--- src/rtl/hazard_pkg.sv ---
// -----------------------------------------------------------------------------
// hazard_pkg
// Shared types and constants for the pipeline hazard/stall controller.
//   state_t   : sequencing FSM states (RUN, LDSTALL, REDIR_PEND)
//   REG_ZERO  : architectural zero register; never a real producer
//   NOP_*     : encoding of the bubble loaded into flushed pipeline registers
//   STALL_CNT_W : width of the load-use stall down-counter
// -----------------------------------------------------------------------------
package hazard_pkg;

  typedef enum logic [1:0] {
    RUN        = 2'd0,
    LDSTALL    = 2'd1,
    REDIR_PEND = 2'd2
  } state_t;

  localparam logic [4:0]  REG_ZERO    = 5'b0;
  localparam int unsigned STALL_CNT_W = 3;

  // A bubble is an all-zero instruction word writing the zero register.
  localparam logic [31:0] NOP_INSTR = 32'h0000_0000;
  localparam logic [4:0]  NOP_RD    = REG_ZERO;

endpackage

--- src/rtl/load_use_detect.sv ---
// -----------------------------------------------------------------------------
// load_use_detect
// Combinational load-use hazard detection between the load in EXE and the
// consumer in the REG stage. A load into r0 never creates a dependency.
// Ports:
//   Rs_id_reg, Rt_id_reg  in  REG-stage source registers
//   Uses_rt_id_reg        in  REG-stage instruction actually reads Rt
//   Rd_reg_exe            in  destination of the instruction in EXE
//   Memread_reg_exe       in  instruction in EXE is a load
//   hz                    out load-use hazard present this cycle
// -----------------------------------------------------------------------------
module load_use_detect
  import hazard_pkg::*;
(
  input  logic [4:0] Rs_id_reg,
  input  logic [4:0] Rt_id_reg,
  input  logic       Uses_rt_id_reg,
  input  logic [4:0] Rd_reg_exe,
  input  logic       Memread_reg_exe,
  output logic       hz
);

  assign hz = Memread_reg_exe
            & (Rd_reg_exe != REG_ZERO)
            & ((Rd_reg_exe == Rs_id_reg)
               | (Uses_rt_id_reg & (Rd_reg_exe == Rt_id_reg)));

endmodule

--- src/rtl/hazard_stall_controller.sv ---
// -----------------------------------------------------------------------------
// hazard_stall_controller
// Sequencing controller for the 6-stage pipe (IF, ID, REG, EXE, MEM, WB).
// Handles the hazards operand forwarding cannot: load-use stalls of
// LOAD_USE_STALL cycles, taken-branch flushes and a whole-pipe freeze while
// data memory is not ready. Priority: Ext_stall > Branch_taken_exe > hz.
// A branch arriving during a freeze is parked in REDIR_PEND and applied in the
// first unfrozen cycle.
// Outputs are combinational from state and inputs.
// Optional build macro: HAZARD_PERF_CNT_EN enables saturating performance
// counters; otherwise Perf_* are tied to zero.
// Ports:
//   clk, reset (sync, active-high)
//   Rs_id_reg, Rt_id_reg, Uses_rt_id_reg, Rd_reg_exe, Memread_reg_exe
//   Branch_taken_exe, Ext_stall
//   Pc_write, Pc_redirect, If_id_write, Id_reg_write
//   Flush_if_id, Flush_id_reg, Bubble_reg_exe, Mem_freeze
//   Perf_stall_cnt, Perf_flush_cnt (CNT_W bits)
// -----------------------------------------------------------------------------
module hazard_stall_controller
  import hazard_pkg::*;
#(
  parameter int unsigned LOAD_USE_STALL = 1,
  parameter int unsigned CNT_W          = 16
) (
  input  logic             clk,
  input  logic             reset,
  input  logic [4:0]       Rs_id_reg,
  input  logic [4:0]       Rt_id_reg,
  input  logic             Uses_rt_id_reg,
  input  logic [4:0]       Rd_reg_exe,
  input  logic             Memread_reg_exe,
  input  logic             Branch_taken_exe,
  input  logic             Ext_stall,
  output logic             Pc_write,
  output logic             Pc_redirect,
  output logic             If_id_write,
  output logic             Id_reg_write,
  output logic             Flush_if_id,
  output logic             Flush_id_reg,
  output logic             Bubble_reg_exe,
  output logic             Mem_freeze,
  output logic [CNT_W-1:0] Perf_stall_cnt,
  output logic [CNT_W-1:0] Perf_flush_cnt
);

  // The hz cycle itself is the first stall cycle, so the counter holds the rest.
  localparam logic [STALL_CNT_W-1:0] STALL_RELOAD = STALL_CNT_W'(LOAD_USE_STALL - 32'd1);

  state_t                 state_r, state_nxt_s;
  logic [STALL_CNT_W-1:0] cnt_r, cnt_nxt_s;
  logic                   hz_s;

  load_use_detect u_load_use_detect (
    .Rs_id_reg       (Rs_id_reg),
    .Rt_id_reg       (Rt_id_reg),
    .Uses_rt_id_reg  (Uses_rt_id_reg),
    .Rd_reg_exe      (Rd_reg_exe),
    .Memread_reg_exe (Memread_reg_exe),
    .hz              (hz_s)
  );

  // State and stall counter registers.
  always_ff @(posedge clk) begin
    if (reset) begin
      state_r <= RUN;
      cnt_r   <= {STALL_CNT_W{1'b0}};
    end else begin
      state_r <= state_nxt_s;
      cnt_r   <= cnt_nxt_s;
    end
  end

  // Next-state and pipeline control outputs.
  always_comb begin
    Pc_write       = 1'b1;
    Pc_redirect    = 1'b0;
    If_id_write    = 1'b1;
    Id_reg_write   = 1'b1;
    Flush_if_id    = 1'b0;
    Flush_id_reg   = 1'b0;
    Bubble_reg_exe = 1'b0;
    Mem_freeze     = 1'b0;
    state_nxt_s    = state_r;
    cnt_nxt_s      = cnt_r;

    if (reset) begin
      Pc_write       = 1'b0;
      If_id_write    = 1'b0;
      Id_reg_write   = 1'b0;
      Flush_if_id    = 1'b1;
      Flush_id_reg   = 1'b1;
      Bubble_reg_exe = 1'b1;
    end else if (Ext_stall) begin
      Mem_freeze   = 1'b1;
      Pc_write     = 1'b0;
      If_id_write  = 1'b0;
      Id_reg_write = 1'b0;
      // Park a branch that resolves during the freeze so it is not lost.
      if (Branch_taken_exe) begin
        state_nxt_s = REDIR_PEND;
      end else begin
        state_nxt_s = state_r;
      end
    end else begin
      case (state_r)
        RUN: begin
          if (Branch_taken_exe) begin
            // The hz consumer is flushed, so the hazard is moot.
            Pc_redirect    = 1'b1;
            Pc_write       = 1'b1;
            Flush_if_id    = 1'b1;
            Flush_id_reg   = 1'b1;
            Bubble_reg_exe = 1'b1;
            state_nxt_s    = RUN;
          end else if (hz_s) begin
            Pc_write       = 1'b0;
            If_id_write    = 1'b0;
            Id_reg_write   = 1'b0;
            Bubble_reg_exe = 1'b1;
            if (LOAD_USE_STALL > 32'd1) begin
              state_nxt_s = LDSTALL;
              cnt_nxt_s   = STALL_RELOAD;
            end else begin
              state_nxt_s = RUN;
            end
          end else begin
            state_nxt_s = RUN;
          end
        end
        LDSTALL: begin
          Pc_write       = 1'b0;
          If_id_write    = 1'b0;
          Id_reg_write   = 1'b0;
          Bubble_reg_exe = 1'b1;
          if (cnt_r <= 3'd1) begin
            state_nxt_s = RUN;
            cnt_nxt_s   = 3'd0;
          end else begin
            cnt_nxt_s   = cnt_r - 3'd1;
          end
        end
        REDIR_PEND: begin
          Pc_redirect    = 1'b1;
          Pc_write       = 1'b1;
          Flush_if_id    = 1'b1;
          Flush_id_reg   = 1'b1;
          Bubble_reg_exe = 1'b1;
          state_nxt_s    = RUN;
        end
        default: begin
          state_nxt_s = RUN;
          cnt_nxt_s   = 3'd0;
        end
      endcase
    end
  end

`ifdef HAZARD_PERF_CNT_EN
  logic [CNT_W-1:0] stall_cnt_r, flush_cnt_r;
  logic             stall_evt_s, flush_evt_s;

  // A bubble without an IF_ID flush only comes from a load-use stall.
  assign stall_evt_s = Bubble_reg_exe & ~Flush_if_id;
  assign flush_evt_s = Pc_redirect;

  // Saturating performance counters.
  always_ff @(posedge clk) begin
    if (reset) begin
      stall_cnt_r <= {CNT_W{1'b0}};
      flush_cnt_r <= {CNT_W{1'b0}};
    end else begin
      if (stall_evt_s && (stall_cnt_r != {CNT_W{1'b1}})) begin
        stall_cnt_r <= stall_cnt_r + CNT_W'(1);
      end else begin
        stall_cnt_r <= stall_cnt_r;
      end
      if (flush_evt_s && (flush_cnt_r != {CNT_W{1'b1}})) begin
        flush_cnt_r <= flush_cnt_r + CNT_W'(1);
      end else begin
        flush_cnt_r <= flush_cnt_r;
      end
    end
  end

  assign Perf_stall_cnt = stall_cnt_r;
  assign Perf_flush_cnt = flush_cnt_r;
`else
  assign Perf_stall_cnt = {CNT_W{1'b0}};
  assign Perf_flush_cnt = {CNT_W{1'b0}};
`endif

endmodule
--- config.mk ---
export PLATFORM = sky130hd
export DESIGN_NAME = hazard_stall_controller
export DESIGN_NICKNAME = d
export VERILOG_FILES = /design/src/rtl/hazard_pkg.sv /design/src/rtl/load_use_detect.sv /design/src/rtl/hazard_stall_controller.sv
export SDC_FILE = /design/constraint.sdc
export NUM_CORES = 1
export LEC_CHECK = 0
export ABC_AREA = 1
export CAP_MARGIN = 0
export CORE_AREA = 2 2 45 51
export DETAILED_ROUTE_END_ITERATION = 10
export DIE_AREA = 0 0 47 53
export GPL_TIMING_DRIVEN = 0
export PLACE_DENSITY = 0.78
export SLEW_MARGIN = 5
export SYNTH_ARGS = -nofsm -noshare
export SYNTH_HDL_FRONTEND = slang
export SYNTH_SLANG_ARGS = --single-unit
--- constraint.sdc ---
create_clock -name clk -period 3.2 [get_ports clk]
set_clock_uncertainty 0.1 [all_clocks]
set_input_delay 0.48 -clock clk [delete_from_list [all_inputs] [get_ports clk]]
set_output_delay 0.48 -clock clk [all_outputs]
set_load 0.05 [all_outputs]
==> out/qor.yml, run 1 <==
critical_path:
  reg2reg_setup_slack_ps: 2530
  required_ps: 2620
  r2r_start: "state_r[1]$_SDFFE_PP0P_"
  cp_max_fo: 4
  critPathKind: "in -> out"
  path_cells: "clkdlybuf4s50_1 -> inv_2 -> nand2_1 -> nand2_1 -> nor2_1 -> nand3_1 -> nand2_1 -> nand3_1 -> nand2_1 -> clkdlybuf4s50_1"
  cpMostUsedCell: "nand2_1"
  end_kind: "output port"
  arrival_ps: 2360
  timing.critical_path.from_type: "primary input"
  r2r_end: "state_r[1]$_SDFFE_PP0P_"
  ff2ff_path_depth: 2
  cp_slowest_cell: "clkdlybuf4s50_1"
  max_stage_delay_ps: 800
  crit_path_start: "Rd_reg_exe[4]"
final_layout:
  top_register: "state_r"
  area_growth_pct: 78.60
  largest_reg_flops: 1
  nNetsFinal: 187
  drive_above_1_share: 0.2378
  top_regs: "state_r (1)"
  diodes: 0
  post-route-util: 0.5070
sta:
  period_share: 0.9202
  fmax_mhz: 339.6
  period_needed_ps: 2945
  report.final.hold_viol_count: 0
  rsz0062_at_grt: "false"
  setup_viol: 0
  timing.hold.ws_ps: 357.3
  setup_slack_ps: 255.3
  tightest_slew_ps: 504.0
  slew_headroom: 0.6629
  slew_viol_final: 0
  tns_ps: 0
cts:
  cts_hold_buf: 0
  clkTransAtPathRegs_ps: 0
  clk_latency_ps: 0
routing:
  vias_per_cell: 3.333
  wl_per_cell_um: 6.250
  drc: 0
  drtAntennaViolNets: 0
  first_iter_violations: 7
  first_pass_iters: 4
  routed-via-count: 640
  postRouteWirelength_um: 1200
place:
  portBuffers: 28
  gp_congestion: 0.8060
  place_hpwl_um: 1163
  place_worst_setup_slack_ps: 145.4
min_path:
  min_to: "state_r[1]$_SDFFE_PP0P_"
  hold_depth: 2
  hp-class: "reg -> reg"
  min_from: "state_r[1]$_SDFFE_PP0P_"
job:
  drv_cap: 0
global_routing:
  grt-ovfl-total: 0
  grt_pass1_vias: 434
  antenna_found_initial: 0
  grt_pass1_wl_um: 1511
  grt_max_degree: 5
  track_usage: 0.07859
synth:
  ys_warn_count: 0
  avgSynthCellArea_um2: 5.291
  ys_ff_latch: 1
  syn_inst: 105
  synth.cell_area_um2: 555.5
  synth_cell_type_count: 11
  ys_seq_area_frac: 0.03604
run_status:
  outcome: "finished clean"
die:
  ios: 61
  die_h_um: 53
  design.die.area_um2: 2491
  start_util: 0.2839
  coreArea_um2: 1957
  die_w_um: 47
  row_count: 17
power:
  vdd_drop_max_mv: 0.1021
  powerDensity_nw_per_um2: 229.9
  p_leak_nw: 0.6525
placed cells by master, fill, tap and decap left out:
cell type / n
nand2_1: 32
o21ai_0: 2
buf_4: 35
nand3_1: 3
nand4_1: 1
inv_2: 4
inv_1: 15
clkdlybuf4s50_1: 26
dfxtp_1: 1
xnor2_1: 1
dlymetal6s2s_1: 2
conb_1: 32
nor2_1: 10
stage by stage:
step	area [µm²]	cells	total power [W]
5_1_grt	992.2	192	0.0002409
6_report	992.2	192	0.0002281
4_1_cts	987.2	192	0.0002273
2_1_floorplan	671.9	136	0.0001809
3_5_place_dp	987.2	192	0.0002271
3_3_place_gp	987.2	192	0.0002256
synthesized netlist by cell type:
master	instances	area share
o21ai_0	2	0.018
nand2_1	32	0.22
inv_2	4	0.027
conb_1	1	0.0068
dfxtp_1	1	0.036
xnor2_1	1	0.016
nor2_1	10	0.068
nand4_1	1	0.011
inv_1	15	0.10
nand3_1	3	0.027
buf_4	35	0.47
metal layers:
| layer | global-route usage | vias to the layer above | routed length, µm | share of wire |
|---|---|---|---|---|
| li1 | - | 354 | - | - |
| met1 | 0.08097 | 250 | 420 | 0.35 |
| met2 | 0.1689 | 36 | 617 | 0.51 |
| met3 | 0.006826 | 0 | 162 | 0.14 |
| met4 | 0 | 0 | 0 | 0 |
| met5 | 0 | - | 0 | 0 |
kinds of logic (layout without fill, tap and decap cells):
| family | after synthesis | after routing | share of synthesized area |
|---|---|---|---|
| buffers and inverters | 54 | 82 | 0.6013 |
| AO/OA/AOI/OAI | 2 | 2 | 0.01802 |
| flip-flops | 1 | 1 | 0.03604 |
| AND/OR/NAND/NOR | 46 | 46 | 0.3221 |
| XOR/XNOR | 1 | 1 | 0.01577 |
| other | 1 | 32 | 0.006750 |
layout make-up:
cell class / count / area [µm²]
tap: 28 / 35.03
timing repair buffer: 28 / 285.3
buffer: 35 / 262.8
fill: 207 / 964.7
inverter: 19 / 71.32
sequential: 1 / 20.02
multi-input combinational: 81 / 317.8
worst max-delay path, delay by kind of cell:
kind / cells / cell delay [ps]
buffers and inverters: 3 / 1380
AND/OR/NAND/NOR: 7 / 500
repair_timing:
action / in CTS / in global routing
endpoints found under the setup margin: 0 / 2
gates resized for setup: 0 / 2
setup buffers: 0 / 0
worst max path at each step:
stage                          end  slack, ps  cells past startpoint
floorplan              Flush_if_id        660                      6
global placement       If_id_write        160                     12
detailed placement     If_id_write        150                     10
CTS                    If_id_write        140                     10
global route        Bubble_reg_exe         40                     10
finish              Bubble_reg_exe        260                     10
where the power goes:
| group | total, W | switching, W | internal [W] |
|---|---|---|---|
| sequential | 0.0000135 | 0.000000139 | 0.0000133 |
| combinational | 0.000215 | 0.000141 | 0.0000739 |
| clock | 0 | 0 | 0 |
No activity file was read; power rests on OpenSTA's default activity.
==> inputs of run 2 (changes only) <==
CORE_AREA = 2 2 44 50   (was 2 2 45 51)
CTS_BUF_LIST = sky130_fd_sc_hd__clkbuf_8   (was unset)
DIE_AREA = 0 0 46 52   (was 0 0 47 53)
PLACE_DENSITY = 0.81   (was 0.78)
SETUP_SLACK_MARGIN = 0.4   (was unset)
==> run 2 against run 1 <==
  * Worst hold slack improved by 26 ps
  * Register-to-register slack about the same
  * Sequential share of layout area up 0.074 points
  * Design area decreased by 3.5%
  * Via count fell by 1.9%
  * Total power fell by 1.8%
  * Maximum frequency up 14%
  * Largest cell class unchanged
  * Final cell count fell by 4.7%
  * Critical path depth up 2
  * Largest power group unchanged
  * Setup slack improved by 370 ps
==> out/qor.yml, run 2 (same netlist as run 1, synthesis figures left out) <==
run_status:
  outcome: "finished clean"
critical_path:
  required_ps: 2620
  critPathKind: "in -> out"
  end_kind: "output port"
  cp_max_fo: 4
  arrival_ps: 2000
  timing.critical_path.from_type: "primary input"
final_layout:
  fill_cells: 216
  diodes: 0
  final_cell_mix: "buf_4 (35), nand2_1 (32), conb_1 (32), clkdlybuf4s50_1 (22), inv_1 (15)"
  post-route-util: 0.5000
  nNetsFinal: 187
  multi_input_area_um2: 317.8
  drive_above_1_share: 0.2622
  final_common_cell: "buf_4"
  top_regs: "state_r (1)"
  design_area_um2: 957.2
  seqCellArea_um2: 20.02
  area_growth_pct: 72.30
  largest_reg_flops: 1
  top_register: "state_r"
power:
  vdd_drop_max_mv: 0.1004
  powerDensity_nw_per_um2: 234.0
  p_leak_nw: 0.6383
place:
  portBuffers: 28
  placed_area_um2: 975.9
  place_hpwl_um: 1212
  gp_congestion: 0.7026
routing:
  postRouteWirelength_um: 1263
  drtAntennaViolNets: 0
  first_pass_iters: 4
  first_iter_violations: 9
  vias_per_cell: 3.432
  wl_per_cell_um: 6.902
  routed-via-count: 628
  drc: 0
die:
  row_count: 17
  die_h_um: 52
  ios: 61
  coreArea_um2: 1914
  start_util: 0.2902
  die_w_um: 46
  design.die.area_um2: 2392
sta:
  timing.hold.ws_ps: 383.3
  report.final.hold_viol_count: 0
  fmax_mhz: 388.3
  tightest_slew_ps: 501.7
  slew_viol_final: 0
  setup_viol: 0
  period_needed_ps: 2575
  rsz0062_at_grt: "true"
  tns_ps: 0
  period_share: 0.8047
  slew_headroom: 0.6650
global_routing:
  grt_pass1_vias: 512
  grt-ovfl-total: 0
  grt_pass1_wl_um: 1821
  grt_use_met2: 0.2292
  top_usage_layer: "met2"
  grt_use_met3: 0
  grt_max_degree: 5
  track_usage: 0.09662
  grt_use_met1: 0.08471
  antenna_found_initial: 0
cts:
  clk_latency_ps: 0
  clkTransAtPathRegs_ps: 0
  postCtsSetupBuffers: 0
job:
  drv_cap: 0
min_path:
  hp-class: "reg -> reg"
[run 2: routing by layer]
metal  vias up  share of wire
met5         -              0
met4         0              0
met3         0          0.086
met2        32           0.57
met1       238           0.34
li1        358              -
[run 2: stage by stage]
stage,worst slack [ps],power [W],cells
after floorplan,657.7,0.0001809,136
after global placement,168.4,0.0002255,183
after detailed placement,123.9,0.0002277,183
after CTS,403.1,0.0002240,183
after global routing,392.8,0.0002370,183
final,624.9,0.0002239,183
[run 2: report_power, final]
part / internal [W] / switching (W) / leakage, nW / total (W)
Sequential: 0.0000133 / 0.000000167 / 0.00823 / 0.0000135
Clock: 0 / 0 / 0 / 0
Combinational: 0.0000691 / 0.000141 / 0.630 / 0.000210
Total: 0.0000824 / 0.000142 / 0.638 / 0.000224
[run 2: repair_timing]
action                     in CTS  in global routing
setup endpoints to repair       5                  5
cloned                          0                  0
hold buffers                    0                  0
resized for setup               5                  9
[run 2: path summary, 6_finish.rpt]
kind,end,cells past startpoint,slack (ps),start
worst max register to register,state_r[1]$_SDFFE_PP0P_,2,2520,state_r[1]$_SDFFE_PP0P_
worst min register to register,state_r[1]$_SDFFE_PP0P_,2,380,state_r[1]$_SDFFE_PP0P_
worst max-delay path,If_id_write,12,620,Rd_reg_exe[4]
worst min-delay path,state_r[1]$_SDFFE_PP0P_,2,380,state_r[1]$_SDFFE_PP0P_
[run 2: worst max-delay path, cell delays in order]
cell	delay, ps
clkdlybuf4s50_1	530
inv_2	50
nand2_1	50
nand2_1	40
nor2_1	120
nand3_1	80
nand2_1	80
nand2_1	60
nand2_1	50
nand2_1	70
buf_4	140
clkbuf_2	230
[run 2: area by class of cell]
cell class | instances | share of cell area
tap | 19 | 0.02484
inverter | 19 | 0.07451
timing repair buffer | 28 | 0.2732
sequential | 1 | 0.02092
buffer | 35 | 0.2745
multi-input combinational | 81 | 0.3320
==> inputs of run 3 (changes only) <==
CORE_AREA = 2 2 46 52   (was 2 2 44 50)
DIE_AREA = 0 0 48 54   (was 0 0 46 52)
PLACE_DENSITY = 0.75   (was 0.81)
clock period = 2.6 ns   (was 3.2 ns; I/O delays follow)
==> run 3 against run 2 <==
  * Design area increased by 2.1%
  * Sequential power increased by 23%
  * Setup slack got worse by 130 ps
  * Final cell count increased by 6.0%
  * Global-route usage decreased by 0.77 points
  * Routed wire length increased by 1.7%
  * Core utilization decreased by 4.3 points
  * First-iteration DRC count unchanged
  * Via count decreased by 1.8%
  * Die area increased by 8.4%
==> out/qor.yml, run 3 (same netlist as run 1, synthesis figures left out) <==
place:
  place_hpwl_um: 1136
  portBuffers: 28
  place_worst_setup_slack_ps: -304.6
  gp_congestion: 0.6187
sta:
  slew_viol_final: 0
  rsz0062_at_grt: "true"
  period_share: 0.8096
  fmax_mhz: 475.1
  setup_viol: 0
  setup_slack_ps: 495.1
  report.final.hold_viol_count: 0
  tns_ps: 0
  period_needed_ps: 2105
final_layout:
  largest_reg_flops: 1
  diodes: 0
  top_regs: "state_r (1)"
  top_register: "state_r"
  drive_above_1_share: 0.3049
  final_common_cell: "buf_4"
  post-route-util: 0.4567
  area_growth_pct: 75.90
  final_cell_mix: "buf_4 (34), conb_1 (32), nand2_1 (31), inv_1 (14), dlygate4sd2_1 (12)"
  nNetsFinal: 187
power:
  sequentialPowerShare: 0.060
  p_leak_nw: 0.6888
  vdd_drop_max_mv: 0.1260
  p_sw_frac: 0.6437
  intPower_w: 0.00009775
  powerDensity_nw_per_um2: 280.7
  power_w: 0.0002743
  p_comb_frac: 0.940
  switching_power_w: 0.0001766
  clock_power_share: 0
critical_path:
  ff2ff_path_depth: 2
  r2r_start: "state_r[1]$_SDFFE_PP0P_"
  crit_end: "Pc_write"
  arrival_ps: 1610
  end_kind: "output port"
  r2r_end: "state_r[1]$_SDFFE_PP0P_"
  critPathKind: "in -> out"
  reg2reg_setup_slack_ps: 1930
  timing.critical_path.from_type: "primary input"
  crit_path_start: "Rs_id_reg[2]"
  required_ps: 2110
  cp_max_fo: 3
cts:
  clk_latency_ps: 0
  postCtsSetupBuffers: 0
  clkTransAtPathRegs_ps: 0
  cts_hold_buf: 0
die:
  ios: 61
  die_w_um: 48
  coreArea_um2: 2140
  die_h_um: 54
  start_util: 0.2596
  row_count: 18
  design.die.area_um2: 2592
routing:
  drc: 0
  vias_per_cell: 3.180
  first_pass_iters: 2
  wl_per_cell_um: 6.619
  drtAntennaViolNets: 0
  postRouteWirelength_um: 1284
  first_iter_violations: 9
  routed-via-count: 617
global_routing:
  grt_max_degree: 5
  track_usage: 0.08893
  grt-ovfl-total: 0
  grt_pass1_wl_um: 1766
  antenna_found_initial: 0
  grt_pass1_vias: 499
job:
  drv_cap: 0
min_path:
  hold_depth: 2
  min_from: "state_r[1]$_SDFFE_PP0P_"
  hp-class: "reg -> reg"
run_status:
  outcome: "finished clean"
## run 3: cell types whose count changed in the layout (fill, tap and decap cells not counted), sizes merged
cell,previous run,this run
dlymetal6s2s,1,4
clkbuf,4,1
dlygate4sd2,1,12
buf,35,41
clkdlybuf4s50,22,5
## run 3: final cells by class
type,instances,area [µm²]
multi-input combinational,81,325.3
buffer,35,266.5
sequential,1,20.02
tap,30,37.54
inverter,19,71.32
fill,231,1162
timing repair buffer,28,256.5
## run 3: what timing repair did
item | in CTS | in global routing
endpoints found under the setup margin | 8 | 7
gates resized for setup | 46 | 14
pin swaps | 7 | 7
gates cloned | 0 | 0
## run 3: power by group through the flow
stage                     Sequential (W)  Clock [W]  Combinational, W
final                          0.0000166          0          0.000258
after floorplan                0.0000165          0          0.000206
after CTS                      0.0000166          0          0.000254
after global routing           0.0000166          0          0.000275
after detailed placement       0.0000166          0          0.000264
after global placement         0.0000166          0          0.000262
## run 3: worst min path at each step
stage | endpoint | slack (ps)
2_1_floorplan | state_r[1]$_SDFFE_PP0P_ | 340
3_3_place_gp | state_r[1]$_SDFFE_PP0P_ | 350
3_5_place_dp | state_r[1]$_SDFFE_PP0P_ | 360
4_1_cts | state_r[1]$_SDFFE_PP0P_ | 360
5_1_grt | state_r[1]$_SDFFE_PP0P_ | 420
6_report | state_r[1]$_SDFFE_PP0P_ | 350
## run 3: worst max-delay path, cell delays in order
cell	delay [ps]
clkdlybuf4s50_1	470
xnor2_1	110
nand3_1	90
nand2_1	90
nand2_1	60
nand2_1	70
nand2_2	70
buf_4	140
buf_6	140
## run 3: metrics by stage
step	cells	instance area, µm²	hold WS [ps]
final	194	977.2	353.8
after detailed placement	194	992.2	358.6
after global placement	194	992.2	351.6
after floorplan	136	674.4	339.6
after CTS	194	964.7	359.1
after global routing	194	977.2	416.9
## run 3: per-layer routing
metal  GRT usage  share of wire
met1     0.08661           0.35
met2      0.1978           0.54
met3    0.006711           0.11
met4           0              0
met5           0              0
